<file path="config.mk">
export PLATFORM = sky130hd
export DESIGN_NAME = square_seq
export DESIGN_NICKNAME = d
export VERILOG_FILES = /design/src/rtl/square_pkg.sv /design/src/rtl/square_step.sv /design/src/rtl/square_seq.sv
export SDC_FILE = /design/constraint.sdc
export NUM_CORES = 1
export LEC_CHECK = 0
export ABC_CLOCK_PERIOD_IN_PS = 5100
export CAP_MARGIN = 15
export CORE_MARGIN = 2
export CORE_UTILIZATION = 44
export CTS_BUF_LIST = sky130_fd_sc_hd__clkbuf_8
export DETAILED_ROUTE_END_ITERATION = 6
export DONT_BUFFER_PORTS = 1
export HOLD_SLACK_MARGIN = 0.02
export SLEW_MARGIN = 15
export SYNTH_ARGS = -nofsm -noshare
export SYNTH_HDL_FRONTEND = slang
export SYNTH_SLANG_ARGS = --single-unit
export TNS_END_PERCENT = 20
</file>
<file path="constraint.sdc">
create_clock -name clk -period 5.1 [get_ports clk]
set_input_delay 0.51 -clock clk [delete_from_list [all_inputs] [get_ports clk]]
set_output_delay 0.51 -clock clk [all_outputs]
set_load 0.05 [all_outputs]
</file>
<file path="src/rtl/square_pkg.sv">
// Shared types and constants for the sequential squarer (square_seq).
// Optional macro SQUARE_SEQ_RADIX4_EN selects two root bits per step.
package square_pkg;

    localparam int SQ_W_DEFAULT = 8;

    typedef enum logic [1:0] {
        IDLE,
        CALC,
        DONE
    } state_t;

    // Edges from the accepting edge until out_valid is high.
    function automatic int sq_lat(input int w, input bit radix4);
        return radix4 ? (w / 2) : w;
    endfunction

endpackage

</file>
<file path="src/rtl/square_step.sv">
// One MSB-first digit of the square recurrence: adding root bit i to p
// grows the running square by (p << (i+1)) + (1 << 2i).
module square_step
    import square_pkg::*;
#(
    parameter int W = SQ_W_DEFAULT
) (
    input  logic [2*W-1:0]         acc,
    input  logic [W-1:0]           p,
    input  logic [$clog2(W)-1:0]   i,
    input  logic                   q_bit,
    output logic [2*W-1:0]         acc_nxt,
    output logic [W-1:0]           p_nxt
);

    logic [2*W-1:0] cross_term;
    logic [2*W-1:0] square_term;

    // NOTE: every output gets a default before the conditional update, so no latch is inferred.
    always_comb begin
        cross_term  = (2*W)'(p) << (32'(i) + 32'd1);
        square_term = (2*W)'(1) << (32'(i) << 1);
        acc_nxt     = acc;
        p_nxt       = p;
        if (q_bit) begin
            acc_nxt = acc + cross_term + square_term;
            p_nxt   = p | (W'(1) << i);
        end
    end

endmodule

</file>
<file path="src/rtl/square_seq.sv">
// Sequential integer squarer z = q*q, one root bit per clock with valid/ready
// handshakes; define SQUARE_SEQ_RADIX4_EN to process two root bits per clock.
module square_seq
    import square_pkg::*;
#(
    parameter int W = SQ_W_DEFAULT
) (
    input  logic             clk,
    input  logic             rst,
    input  logic             in_valid,
    output logic             in_ready,
    input  logic [W-1:0]     q,
    output logic             out_valid,
    input  logic             out_ready,
    output logic [2*W-1:0]   z
);

    localparam int CW = $clog2(W);

`ifdef SQUARE_SEQ_RADIX4_EN
    localparam bit RADIX4 = 1'b1;
`else
    localparam bit RADIX4 = 1'b0;
`endif

    localparam logic [CW-1:0] CNT_INIT = CW'(W - 1);
    localparam logic [CW-1:0] CNT_STEP = RADIX4 ? CW'(2) : CW'(1);
    localparam logic [CW-1:0] CNT_LAST = RADIX4 ? CW'(1) : CW'(0);

    state_t           state;
    state_t           state_nxt;
    logic [W-1:0]     q_lat;
    logic [2*W-1:0]   acc;
    logic [W-1:0]     p;
    logic [CW-1:0]    cnt;
    logic [2*W-1:0]   acc_step;
    logic [W-1:0]     p_step;
    logic             accept;
    logic             last;

`ifdef SQUARE_SEQ_RADIX4_EN
    if ((W % 2) != 0) begin : g_w_odd
        $error("square_seq: W must be even when SQUARE_SEQ_RADIX4_EN is defined");
    end

    logic [2*W-1:0]   acc_mid;
    logic [W-1:0]     p_mid;
    logic [CW-1:0]    cnt_lo;

    assign cnt_lo = cnt - CW'(1);

    square_step #(.W(W)) u_step_hi (
        .acc     (acc),
        .p       (p),
        .i       (cnt),
        .q_bit   (q_lat[cnt]),
        .acc_nxt (acc_mid),
        .p_nxt   (p_mid)
    );

    square_step #(.W(W)) u_step_lo (
        .acc     (acc_mid),
        .p       (p_mid),
        .i       (cnt_lo),
        .q_bit   (q_lat[cnt_lo]),
        .acc_nxt (acc_step),
        .p_nxt   (p_step)
    );
`else
    square_step #(.W(W)) u_step (
        .acc     (acc),
        .p       (p),
        .i       (cnt),
        .q_bit   (q_lat[cnt]),
        .acc_nxt (acc_step),
        .p_nxt   (p_step)
    );
`endif

    assign last      = (cnt == CNT_LAST);
    assign out_valid = (state == DONE);
    assign accept    = in_valid && in_ready;

    // in_ready is masked by rst so nothing is accepted during the reset cycle.
    always_comb begin
        state_nxt = state;
        in_ready  = 1'b0;
        unique case (state)
            IDLE: begin
                in_ready = !rst;
                if (in_valid && !rst) begin
                    state_nxt = CALC;
                end
            end
            CALC: begin
                if (last) begin
                    state_nxt = DONE;
                end
            end
            DONE: begin
                if (out_ready) begin
                    state_nxt = IDLE;
                end
            end
            default: state_nxt = IDLE;
        endcase
    end

    // NOTE: sequential state uses non-blocking assignments so every register samples pre-edge values.
    always_ff @(posedge clk) begin
        if (rst) begin
            state <= IDLE;
            q_lat <= '0;
            acc   <= '0;
            p     <= '0;
            cnt   <= '0;
            z     <= '0;
        end else begin
            state <= state_nxt;
            unique case (state)
                IDLE: begin
                    if (accept) begin
                        q_lat <= q;
                        acc   <= '0;
                        p     <= '0;
                        cnt   <= CNT_INIT;
                    end
                end
                CALC: begin
                    acc <= acc_step;
                    p   <= p_step;
                    if (last) begin
                        z <= acc_step;
                    end else begin
                        cnt <= cnt - CNT_STEP;
                    end
                end
                default: ;
            endcase
        end
    end

endmodule

</file>
Word level (Yosys, flattened, before mapping)
Index checks and enable logic that the tools add are counted.
W data, S select, Z words.
Storage, ports and cells
  register bits: 53
  input bits: 12
  output and inout port bits: 18
  word-level logic and storage cells: 51
Operators by class
  equal/unequal tests: 8
  muxes and demuxes: 16
  shift operators: 3
  reduce and logical (&&, ||, !) cells: 12
  bitwise operators: 1
  order comparisons: 1
  add/sub/neg operators: 4
Operators by type and width (number)
  $add A16 B16 Y16: 2
  $mux W16: 2
  $pmux W16 S2: 1
  $shl A8 B32 Y16: 1
  $mux W8: 2
  $pmux W8 S2: 1
  $shl A1 B4 Y16 const A: 1
  $reduce_and A3 Y1: 3
  $ne A2 B2 Y1 const B: 4
  $or A8 B8 Y8: 1
  $shl A1 B3 Y8 const A: 1
  $mux W2: 3
  $mux W3: 2
  $pmux W2 S3: 1
  $pmux W3 S2: 1
  $reduce_and A2 Y1: 3
  $add A3 B1 Y4 const B: 1
  $lt A3 B4 Y1 const B: 1
  $ne A2 B1 Y1 const B: 2
  $bmux W1 S3: 1
  $logic_not A3 Y1: 1
  $sub A3 B1 Y3 const B: 1
  $eq A2 B1 Y1 const B: 1
  $eq A2 B2 Y1 const B: 1
  5 further kinds: 7

Depth between registers and ports, before layout
Gate-level depths: netlist (run 1).
  word-level depth: 6
  gate-level depth with buffers: 20
  depth with buffers taken out: 17

Cells and area by module
Synthesis (run 1) repeated with hierarchy kept, for this count alone.
Unflattened totals
  cell total of the unflattened synthesis: 458
  area total of the unflattened synthesis: 3873.7 um^2
Modules (own cells, without submodules)
  square_seq: seq. area each 1061.0 um^2, cells each 195, times used 1, area an instance 1993.2 um^2
  square_step: seq. area each 0.0 um^2, cells each 263, times used 1, area an instance 1880.6 um^2

Least setup slack after synthesis (run 1)
No wires, ideal clock.
  kind: reg-to-reg
  start: register cnt[0]
  end: register z[13]
  setup time: 71 ps
  cell stages (with the launch flop): 17
  slack: 1213 ps
  clock period less this slack: 3887 ps
  path buffers: 2
  arrival: 3816 ps
  required time: 5029 ps
  path through: dfxtp_1 > clkinv_1 > ha_1 > buf_2 > buf_1 > o21ai_0 > mux2i_1 > nand2b_1 > fa_1 > inv_1 > ha_1 > nand2_1 > nor3_1 > o21ai_0 > o311ai_0 > o221ai_1 > a21oi_1
On the way
  longest elaborated chain between the ends: 5
  elaborated cells between the ends (all ways): 10
  those cells by class: add/sub: 3; shift: 2; mux: 3; reduce/logical: 2
Ends and longest elaborated chain
  from (decl): line square_seq.sv:35  | logic [CW-1:0] cnt;
  from (signal assigned): line square_seq.sv:135  | cnt <= cnt - CNT_STEP;
  $add A3 B1 Y4: line square_step.sv:21  | cross_term = (2*W)'(p) << (32'(i) + 32'd1);
  $shl A8 B32 Y16: line square_step.sv:21
  $add A16 B16 Y16 (2 in series): line square_step.sv:26  | acc_nxt = acc + cross_term + square_term;
  $mux W16: line square_step.sv:25  | if (q_bit) begin
  to (signal assigned): line square_seq.sv:133  | z <= acc_step;
  to (decl): line square_seq.sv:15  | output logic [2*W-1:0] z
Parallel ways exist; a longest one is shown, timed or not. The select of a mux whose other input is x is not followed.
A chain may end at the register's enable or synchronous reset.

Worst setup path after layout (run 1)
  start: register cnt[2]
  end: register z[15]
The elaborated chain is that of the path after synthesis.

==> impl_summary.log, run 1 <==
INFO  metric io_pins = 30
INFO  metric reg2reg_depth = 14
INFO  metric overall_routed_net_length = 9570 um
INFO  metric layout.nets = between 400 and 500
INFO  metric tritoncts_num_sinks = 53
INFO  metric clk_transition_reported_paths = 90 ps
INFO  metric start_util = 0.451
INFO  metric grt_setup_unrepaired = no
INFO  metric mappedNetlistArea = 0.00369 mm^2
INFO  metric postCtsHoldBufs = 0
INFO  metric cts_tree = built
INFO  metric worst_case_clock_skew = around 4.6 ps
INFO  metric cpLargestDelayFamily = adder cells
INFO  metric worstPathCellList = buf_4 -> clkinv_1 -> ha_1 -> nand2_1 -> nor3_1 -> ha_1 -> ha_1 -> fa_1 -> a211oi_1 -> nor3_1 -> o31ai_1 -> nand4_1 -> a21boi_0 -> a211oi_1
INFO  metric timing.final.hold_violations = 0
INFO  metric grt_pass1_vias = just under 3000
INFO  metric floorplan.die.width = ~96 um
INFO  metric design.core.area = between 0.008 and 0.009 mm^2
INFO  metric worstSetupStartpointType = flip-flop
INFO  metric die_area = ~0.0091 mm^2
INFO  metric cp_max_fo = 16
INFO  metric wl_per_cell = around 17 um
INFO  metric die_h = between 90 and 100 um
INFO  metric final_report_setup_violation_count = 0
INFO  metric critical_path_most_common_cell = sky130_fd_sc_hd__ha_1
INFO  metric result_of_the_run = finished clean
INFO  metric synth.yosys.warnings = 0
INFO  metric layout-drive-gt1-share = 0.0515
INFO  metric cts_htree_levels = 2
INFO  metric drt_pass1_iterations = 5
INFO  metric critical_path.n_buffers_inverters = 2
INFO  metric min_path_type = primary input to flip-flop
INFO  metric floorplan.rows = 33
INFO  metric vdd_ir_drop_max = ~0.13 mV
INFO  metric cts_buffer_depth = 2
INFO  metric relSlewSlack = 0.344
INFO  metric cts_resized = 0
INFO  metric timing.final.crit_share = 0.835
INFO  metric sequential_share_of_the_synthesized_area = 0.288
INFO  metric antenna-diode-count = 0
INFO  metric synthesis.nets = between 500 and 600
INFO  metric grt-ovfl-total = 0
INFO  metric critPathKind = flip-flop to flip-flop
INFO  metric path_depth = 14
INFO  metric grt_antenna_before_repair = 0
INFO  metric cts_buffers = 5
INFO  metric clock_network_latency_to_the_later_pin_of_the_worst_skew_pair = around 300 ps
INFO  metric pin_count_of_the_biggest_net_entering_global_routing = 50
INFO  metric grt_util_all_layers = 0.217
INFO  metric ant_nets = 0
INFO  metric cpPeakStageDelay = 650 ps
INFO  metric average_footprint_of_a_synthesized_cell = 7.98 um^2
INFO  metric timing.final.max_slew_violations = 0
INFO  metric placedCellCount = 545
INFO  metric flop_and_latch_count_out_of_synthesis = 53
INFO  metric gp_routability_congestion = slightly below 1
INFO  metric post-dp-hpwl = 7090 um
INFO  metric synthToLayoutAreaGrowth = 4.04%
INFO  metric worst_ep_arrival_time = approximately 4500 ps
INFO  metric cellPowerDensity = 293 mW/mm^2
INFO  metric fmax = 0.235 GHz
INFO  metric layout_min_cycle_time = between 4000 and 5000 ps
INFO  metric post_cts.repair.setup_buffers = 0
INFO  metric min_delay_path_depth = 1
INFO  metric worstMarginPinSlew = between 900 and 1000 ps
INFO  metric cts_root_buffer = sky130_fd_sc_hd__clkbuf_8
INFO  metric cap_violations = 0
INFO  metric synth_edf_count = 0
INFO  metric worst_path_max_delay_cell = sky130_fd_sc_hd__ha_1
INFO  metric detail_route.vias_per_cell = 5.78
INFO  metric grt_pass1_wl = 15200 um
INFO  metric post_synth_inst_count = 462
INFO  metric totalNegativeSetupSlack = 0 ps
INFO  metric post-route-drc-count = 0
INFO  metric postSynth.topFlopCell = sky130_fd_sc_hd__dfxtp_1
INFO  metric port_buffers = 0
INFO  metric ys_async_sr_fraction = 0
INFO  metric filler_cell_count = approximately 830
INFO  metric drtIter0Drc = approximately 150
INFO  metric total_leakage_power = between 1 and 1.5 nW
INFO  metric finalNonFillerCells = around 550
INFO  metric ys_types = 55
INFO  metric endpoint_kind = flip-flop
INFO  metric dr_total_vias = ~3200
INFO  metric mostFrequentLayoutCells = sky130_fd_sc_hd__nand2_1, sky130_fd_sc_hd__dfxtp_1, sky130_fd_sc_hd__nor2_1
INFO  metric cp.required = around 5300 ps
## cells in the mapped netlist (3+ instances only)
| master | count | area [um^2] |
|---|---|---|
| sky130_fd_sc_hd__a211oi_1 | 18 | 135 |
| sky130_fd_sc_hd__a21oi_1 | 33 | 165 |
| sky130_fd_sc_hd__a22oi_1 | 10 | 75.1 |
| sky130_fd_sc_hd__a311oi_1 | 5 | 43.8 |
| sky130_fd_sc_hd__a31oi_1 | 5 | 31.3 |
| sky130_fd_sc_hd__buf_2 | 8 | 40.0 |
| sky130_fd_sc_hd__clkbuf_1 | 16 | 60.1 |
| sky130_fd_sc_hd__dfxtp_1 | 53 | 1060 |
| sky130_fd_sc_hd__fa_1 | 9 | 180 |
| sky130_fd_sc_hd__ha_1 | 28 | 350 |
| sky130_fd_sc_hd__inv_1 | 30 | 113 |
| sky130_fd_sc_hd__mux2i_1 | 5 | 50.1 |
| sky130_fd_sc_hd__mux4_2 | 4 | 90.1 |
| sky130_fd_sc_hd__nand2_1 | 53 | 199 |
| sky130_fd_sc_hd__nand2b_1 | 13 | 81.3 |
| sky130_fd_sc_hd__nand3_1 | 6 | 30.0 |
| sky130_fd_sc_hd__nand3b_1 | 3 | 22.5 |
| sky130_fd_sc_hd__nand4_1 | 6 | 37.5 |
| sky130_fd_sc_hd__nor2_1 | 49 | 184 |
| sky130_fd_sc_hd__nor2b_1 | 7 | 43.8 |
| sky130_fd_sc_hd__nor3_1 | 9 | 45.0 |
| sky130_fd_sc_hd__o211ai_1 | 3 | 22.5 |
| sky130_fd_sc_hd__o21ai_0 | 28 | 140 |
| sky130_fd_sc_hd__o21ai_1 | 5 | 25.0 |
| sky130_fd_sc_hd__o31ai_1 | 4 | 30.0 |
| sky130_fd_sc_hd__o32ai_1 | 3 | 26.3 |
| sky130_fd_sc_hd__xnor2_1 | 13 | 114 |
## cells by family after synthesis
family / count (synthesis) / synth area share
muxes: 12 / 0.0502
and+or+nand+nor: 157 / 0.196
buffers and inverters: 59 / 0.0638
xor gates and xnor gates: 14 / 0.0333
DFF: 53 / 0.288
adders and majority gates: 37 / 0.144
AOI/OAI and AO/OA: 130 / 0.225
## where the power goes
group | leakage (nW) | internal (mW) | switching, mW
registers | 0.431 | 0.446 | 0.0785
clock network | 0.0433 | 0.108 | 0.139
logic | 0.991 | 0.114 | 0.236
## layer usage
layer / GRT usage / up-vias / routed length (um)
met5: 0 / - / 0
met4: 0.0583 / 0 / 177
met3: 0.0387 / 12 / 573
met2: 0.341 / 105 / 4360
met1: 0.307 / 1470 / 4450
li1: - / 1604 / -
## sequential cells by signal, summed over array words and instances, names as in the netlist
name   flops
p          8
z         16
cnt        3
q_lat      8
state      2
acc       16
## worst reg2reg max path: stages, from the launching register on
cell and delay [ps]:
sky130_fd_sc_hd__dfxtp_1 320, sky130_fd_sc_hd__buf_4 200, sky130_fd_sc_hd__clkinv_1 270, sky130_fd_sc_hd__ha_1 650, sky130_fd_sc_hd__nand2_1 170, sky130_fd_sc_hd__nor3_1 280, sky130_fd_sc_hd__ha_1 300, sky130_fd_sc_hd__ha_1 240
sky130_fd_sc_hd__fa_1 440, sky130_fd_sc_hd__a211oi_1 340, sky130_fd_sc_hd__nor3_1 170, sky130_fd_sc_hd__o31ai_1 330, sky130_fd_sc_hd__nand4_1 120, sky130_fd_sc_hd__a21boi_0 170, sky130_fd_sc_hd__a211oi_1 190
## per-stage QoR
| step | setup WS [ps] | power [mW] | util | hold slack, ps | instance area, um^2 |
|---|---|---|---|---|---|
| floorplan | 1210 | 0.806 | - | 446 | 3690 |
| global placement | 864 | 0.882 | 0.458 | 461 | 3740 |
| detailed placement | 928 | 0.883 | 0.458 | 467 | 3740 |
| CTS | 876 | 1.13 | 0.469 | 260 | 3830 |
| global route | 413 | 1.19 | 0.469 | 249 | 3830 |
| finish | 842 | 1.12 | 0.469 | 263 | 3830 |
## area by class of cell
class	count	area [um^2]	share of cell area
multi-input combinational	350	2390	0.624
sequential	53	1060	0.277
tap	105	131	0.0343
inverter	32	120	0.0313
clock buffer	6	82.6	0.0215
timing repair buffer	5	37.5	0.00979
clock inverter	1	7.51	0.00196
## final timing paths
check,start,endpoint,slack (ps)
max reg2reg,cnt[2],z[15],840
min reg2reg,q_lat[1],q_lat[1],480
max,cnt[2],z[15],840
min,rst,z[8],260
Power figures use the tool's default switching activity.
==> run 2: changes to the inputs <==
--- a/config.mk
+++ b/config.mk
@@ -5,7 +5,8 @@
 export SDC_FILE = /design/constraint.sdc
 export NUM_CORES = 1
 export LEC_CHECK = 0
-export ABC_CLOCK_PERIOD_IN_PS = 5100
+export ABC_AREA = 1
+export ABC_CLOCK_PERIOD_IN_PS = 4000
 export CAP_MARGIN = 15
 export CORE_MARGIN = 2
 export CORE_UTILIZATION = 44
==> constraint.sdc (replaced) <==
create_clock -name clk -period 4 [get_ports clk]
set_input_delay 0.4 -clock clk [delete_from_list [all_inputs] [get_ports clk]]
set_output_delay 0.4 -clock clk [all_outputs]
set_load 0.05 [all_outputs]
==> run 2 against run 1 <==
Compared with the run above:
- synthesized cell count up 26%
- via count grew 12%
- first-iteration DRC count is 3.2% higher
- sequential power up 18%
- sequential share of layout area down 1.1 points
- area after synthesis grew 3.8%
- clock power increased by 23%
- sequential cell count did not move
- total power rose by 27%
- final cell count grew 25%
- register-to-register slack got worse by 490 ps
- highest routed layer unchanged
==> impl_summary.log, run 2 <==
INFO  metric reg2reg_from = cnt[0]
INFO  metric final_report_setup_violation_count = 0
INFO  metric cts_buffers = 5
INFO  metric netlist_top_cells_area = sky130_fd_sc_hd__dfxtp_1, sky130_fd_sc_hd__nand2_1, sky130_fd_sc_hd__ha_1, sky130_fd_sc_hd__inv_1, sky130_fd_sc_hd__nand3_1
INFO  metric largestRegisters = acc (16), z (16)
INFO  metric most_common_cell_after_layout_fill_and_taps_aside = sky130_fd_sc_hd__nand2_1
INFO  metric floorplan.rows = 34
INFO  metric die_h = a little under 100 um
INFO  metric average_footprint_of_a_synthesized_cell = ~6.6 um^2
INFO  metric min_delay_path_depth = 1
INFO  metric worst_ep_arrival_time = a little under 4000 ps
INFO  metric timing.final.max_slew_violations = 0
INFO  metric layout.nets = 628
INFO  metric worst_reg2reg_path_endpoint = z[14]
INFO  metric grt_util_all_layers = 0.211
INFO  metric hold_path_startpoint = rst
INFO  metric clock_network_latency_to_the_later_pin_of_the_worst_skew_pair = ~310 ps
INFO  metric endpoint_kind = flip-flop
INFO  metric mappedNetlistArea = about 0.0038 mm^2
INFO  metric post_synth_inst_count = between 500 and 600
INFO  metric floorplan.die.width = roughly 97 um
INFO  metric worst_case_clock_skew = around 7.6 ps
INFO  metric totalNegativeSetupSlack = 0 ps
INFO  metric cts_resized = 0
INFO  metric grt-ovfl-total = 0
INFO  metric synth.yosys.warnings = 0
INFO  metric antenna-diode-count = 0
INFO  metric synthToLayoutAreaGrowth = 4.65%
INFO  metric port_buffers = 0
INFO  metric tritoncts_num_sinks = 53
INFO  metric grt_pass1_wl = ~16000 um
INFO  metric min_path_type = primary input to flip-flop
INFO  metric post-route-drc-count = 0
INFO  metric postSynth.topFlopCell = sky130_fd_sc_hd__dfxtp_1
INFO  metric ant_nets = 0
INFO  metric cp.required = approximately 4300 ps
INFO  metric post-synth-top-area-fraction = 0.277
INFO  metric cts_tree = built
INFO  metric worstMarginPinSlew = roughly 930 ps
INFO  metric mostFrequentLayoutCells = sky130_fd_sc_hd__nand2_1, sky130_fd_sc_hd__inv_1, sky130_fd_sc_hd__nor2_1
INFO  metric overall_routed_net_length = between 9000 and 10000 um
INFO  metric cap_violations = 0
INFO  metric sequential_share_of_the_synthesized_area = 0.277
INFO  metric filler_cell_count = between 900 and 1000
INFO  metric grt_setup_unrepaired = no
INFO  metric drtIter0Drc = ~160
INFO  metric cellPowerDensity = around 360 mW/mm^2
INFO  metric dr_total_vias = between 3000 and 4000
INFO  metric reg2reg_depth = 21
INFO  metric post_cts.repair.setup_buffers = 0
INFO  metric ys_async_sr_fraction = 0
INFO  metric clk_transition_reported_paths = approximately 90 ps
INFO  metric fin_ws = approximately 350 ps
INFO  metric fmax = 0.274 GHz
INFO  metric layout_min_cycle_time = 3650 ps
INFO  metric pin_count_of_the_biggest_net_entering_global_routing = 34
INFO  metric design.core.area = ~0.0086 mm^2
INFO  metric result_of_the_run = finished clean
INFO  metric critPathKind = flip-flop to flip-flop
INFO  metric drt_pass1_iterations = 4
INFO  metric wl_per_cell = between 10 and 15 um
INFO  metric netlist.top_cell.by_area = sky130_fd_sc_hd__dfxtp_1
INFO  metric synthesis.nets = 632
INFO  metric cp_max_fo = 12
INFO  metric layout-drive-gt1-share = 0.0569
INFO  metric detail_route.vias_per_cell = ~5.2
INFO  metric hold_slack = approximately 150 ps
INFO  metric vdd_ir_drop_max = around 0.21 mV
INFO  metric post-dp-hpwl = roughly 7900 um
INFO  metric gp_routability_congestion = 0.967
INFO  metric flop_and_latch_count_out_of_synthesis = 53
INFO  metric timing.final.crit_share = 0.912
INFO  metric cts_buffer_depth = 2
INFO  metric timing.final.hold_violations = 0
INFO  metric start_util = 0.445
INFO  metric die_area = about 0.0095 mm^2
INFO  metric cts_htree_levels = 2
INFO  metric ff2ff_setup_slack = between 300 and 400 ps
INFO  metric synth.most_common_cell = sky130_fd_sc_hd__nand2_1
INFO  metric ys_types = 40
INFO  metric whs_endpoint = acc[6]
INFO  metric synthTopCellsByCount = sky130_fd_sc_hd__nand2_1, sky130_fd_sc_hd__inv_1, sky130_fd_sc_hd__nor2_1, sky130_fd_sc_hd__dfxtp_1, sky130_fd_sc_hd__nand3_1
INFO  metric relSlewSlack = 0.376
INFO  metric synth_edf_count = 0
INFO  metric total_leakage_power = roughly 1.9 nW
INFO  metric grt_antenna_before_repair = 0
INFO  metric pre_cts_ws = 191 ps
INFO  metric worstSetupStartpointType = flip-flop
INFO  metric cts_root_buffer = sky130_fd_sc_hd__clkbuf_8
INFO  metric io_pins = 30
INFO  metric postCtsHoldBufs = 0
INFO  metric grt_pass1_vias = ~3300
-- run 2: metal layers --
layer / vias up / routed length (um) / GRT usage
met4: 0 / 286 / 0.0726
met5: - / 0 / 0
met3: 16 / 443 / 0.0360
met1: 1638 / 4510 / 0.275
met2: 73 / 4700 / 0.355
li1: 1859 / - / -
-- run 2: worst max-delay path by stage --
| stage | startpoint | endpoint | slack (ps) | depth (start not counted) |
|---|---|---|---|---|
| 6_report | cnt[0] | z[14] | 350 | 21 |
| 5_1_grt | cnt[0] | z[13] | 0.9 | 20 |
| 4_1_cts | cnt[0] | z[14] | 180 | 20 |
| 3_5_place_dp | cnt[0] | z[14] | 190 | 20 |
| 3_3_place_gp | cnt[0] | z[14] | 220 | 20 |
| 2_1_floorplan | cnt[0] | z[14] | 620 | 21 |
-- run 2: final cells by class --
class | count | area (um^2) | share of cell area
repair buffers | 9 | 67.6 | 0.0169
inverters | 81 | 307 | 0.0766
well taps | 108 | 135 | 0.0338
flip-flops and latches | 53 | 1060 | 0.266
clock buffers | 5 | 68.8 | 0.0172
multi-input cells | 429 | 2340 | 0.585
clock inverters | 3 | 18.8 | 0.00469
-- run 2: logic make-up after synthesis --
family,synth area share
compound gates,0.159
xor+xnor,0.0137
fa+ha+maj,0.139
buf+inv,0.110
flops,0.277
mux,0.00262
simple gates,0.299
-- run 2: stage by stage --
step / std cells / power, mW / instance area, um^2 / util
after global routing: 688 / 1.53 / 4000 / 0.466
after CTS: 688 / 1.44 / 4000 / 0.465
after floorplan: 583 / 1.02 / 3820 / -
final: 688 / 1.43 / 4000 / 0.466
after detailed placement: 680 / 1.13 / 3910 / 0.455
after global placement: 680 / 1.13 / 3910 / 0.455
-- run 2: critical path, stage by stage (launching register included) --
cell and delay (ps):
sky130_fd_sc_hd__dfxtp_2 470, sky130_fd_sc_hd__inv_4 50, sky130_fd_sc_hd__ha_1 320, sky130_fd_sc_hd__buf_4 180
sky130_fd_sc_hd__nand2_1 60, sky130_fd_sc_hd__o21ai_0 130, sky130_fd_sc_hd__o21ai_1 200, sky130_fd_sc_hd__nand2_1 90
sky130_fd_sc_hd__fa_1 490, sky130_fd_sc_hd__inv_1 50, sky130_fd_sc_hd__ha_1 360, sky130_fd_sc_hd__nand2_1 130
sky130_fd_sc_hd__nor2_1 130, sky130_fd_sc_hd__nand2_1 70, sky130_fd_sc_hd__o211ai_1 190, sky130_fd_sc_hd__nand2_1 130
sky130_fd_sc_hd__nand2_1 100, sky130_fd_sc_hd__nand2_1 50, sky130_fd_sc_hd__nand3_1 120, sky130_fd_sc_hd__nand2_1 70
sky130_fd_sc_hd__a21o_1 150, sky130_fd_sc_hd__inv_1 40
-- run 2: where the power goes --
part | switching, mW | internal (mW) | leakage, nW | total, mW
combinational | 0.340 | 0.164 | 1.45 | 0.504
sequential | 0.0619 | 0.558 | 0.432 | 0.620
clock | 0.182 | 0.121 | 0.0416 | 0.303
total | 0.584 | 0.843 | 1.93 | 1.43
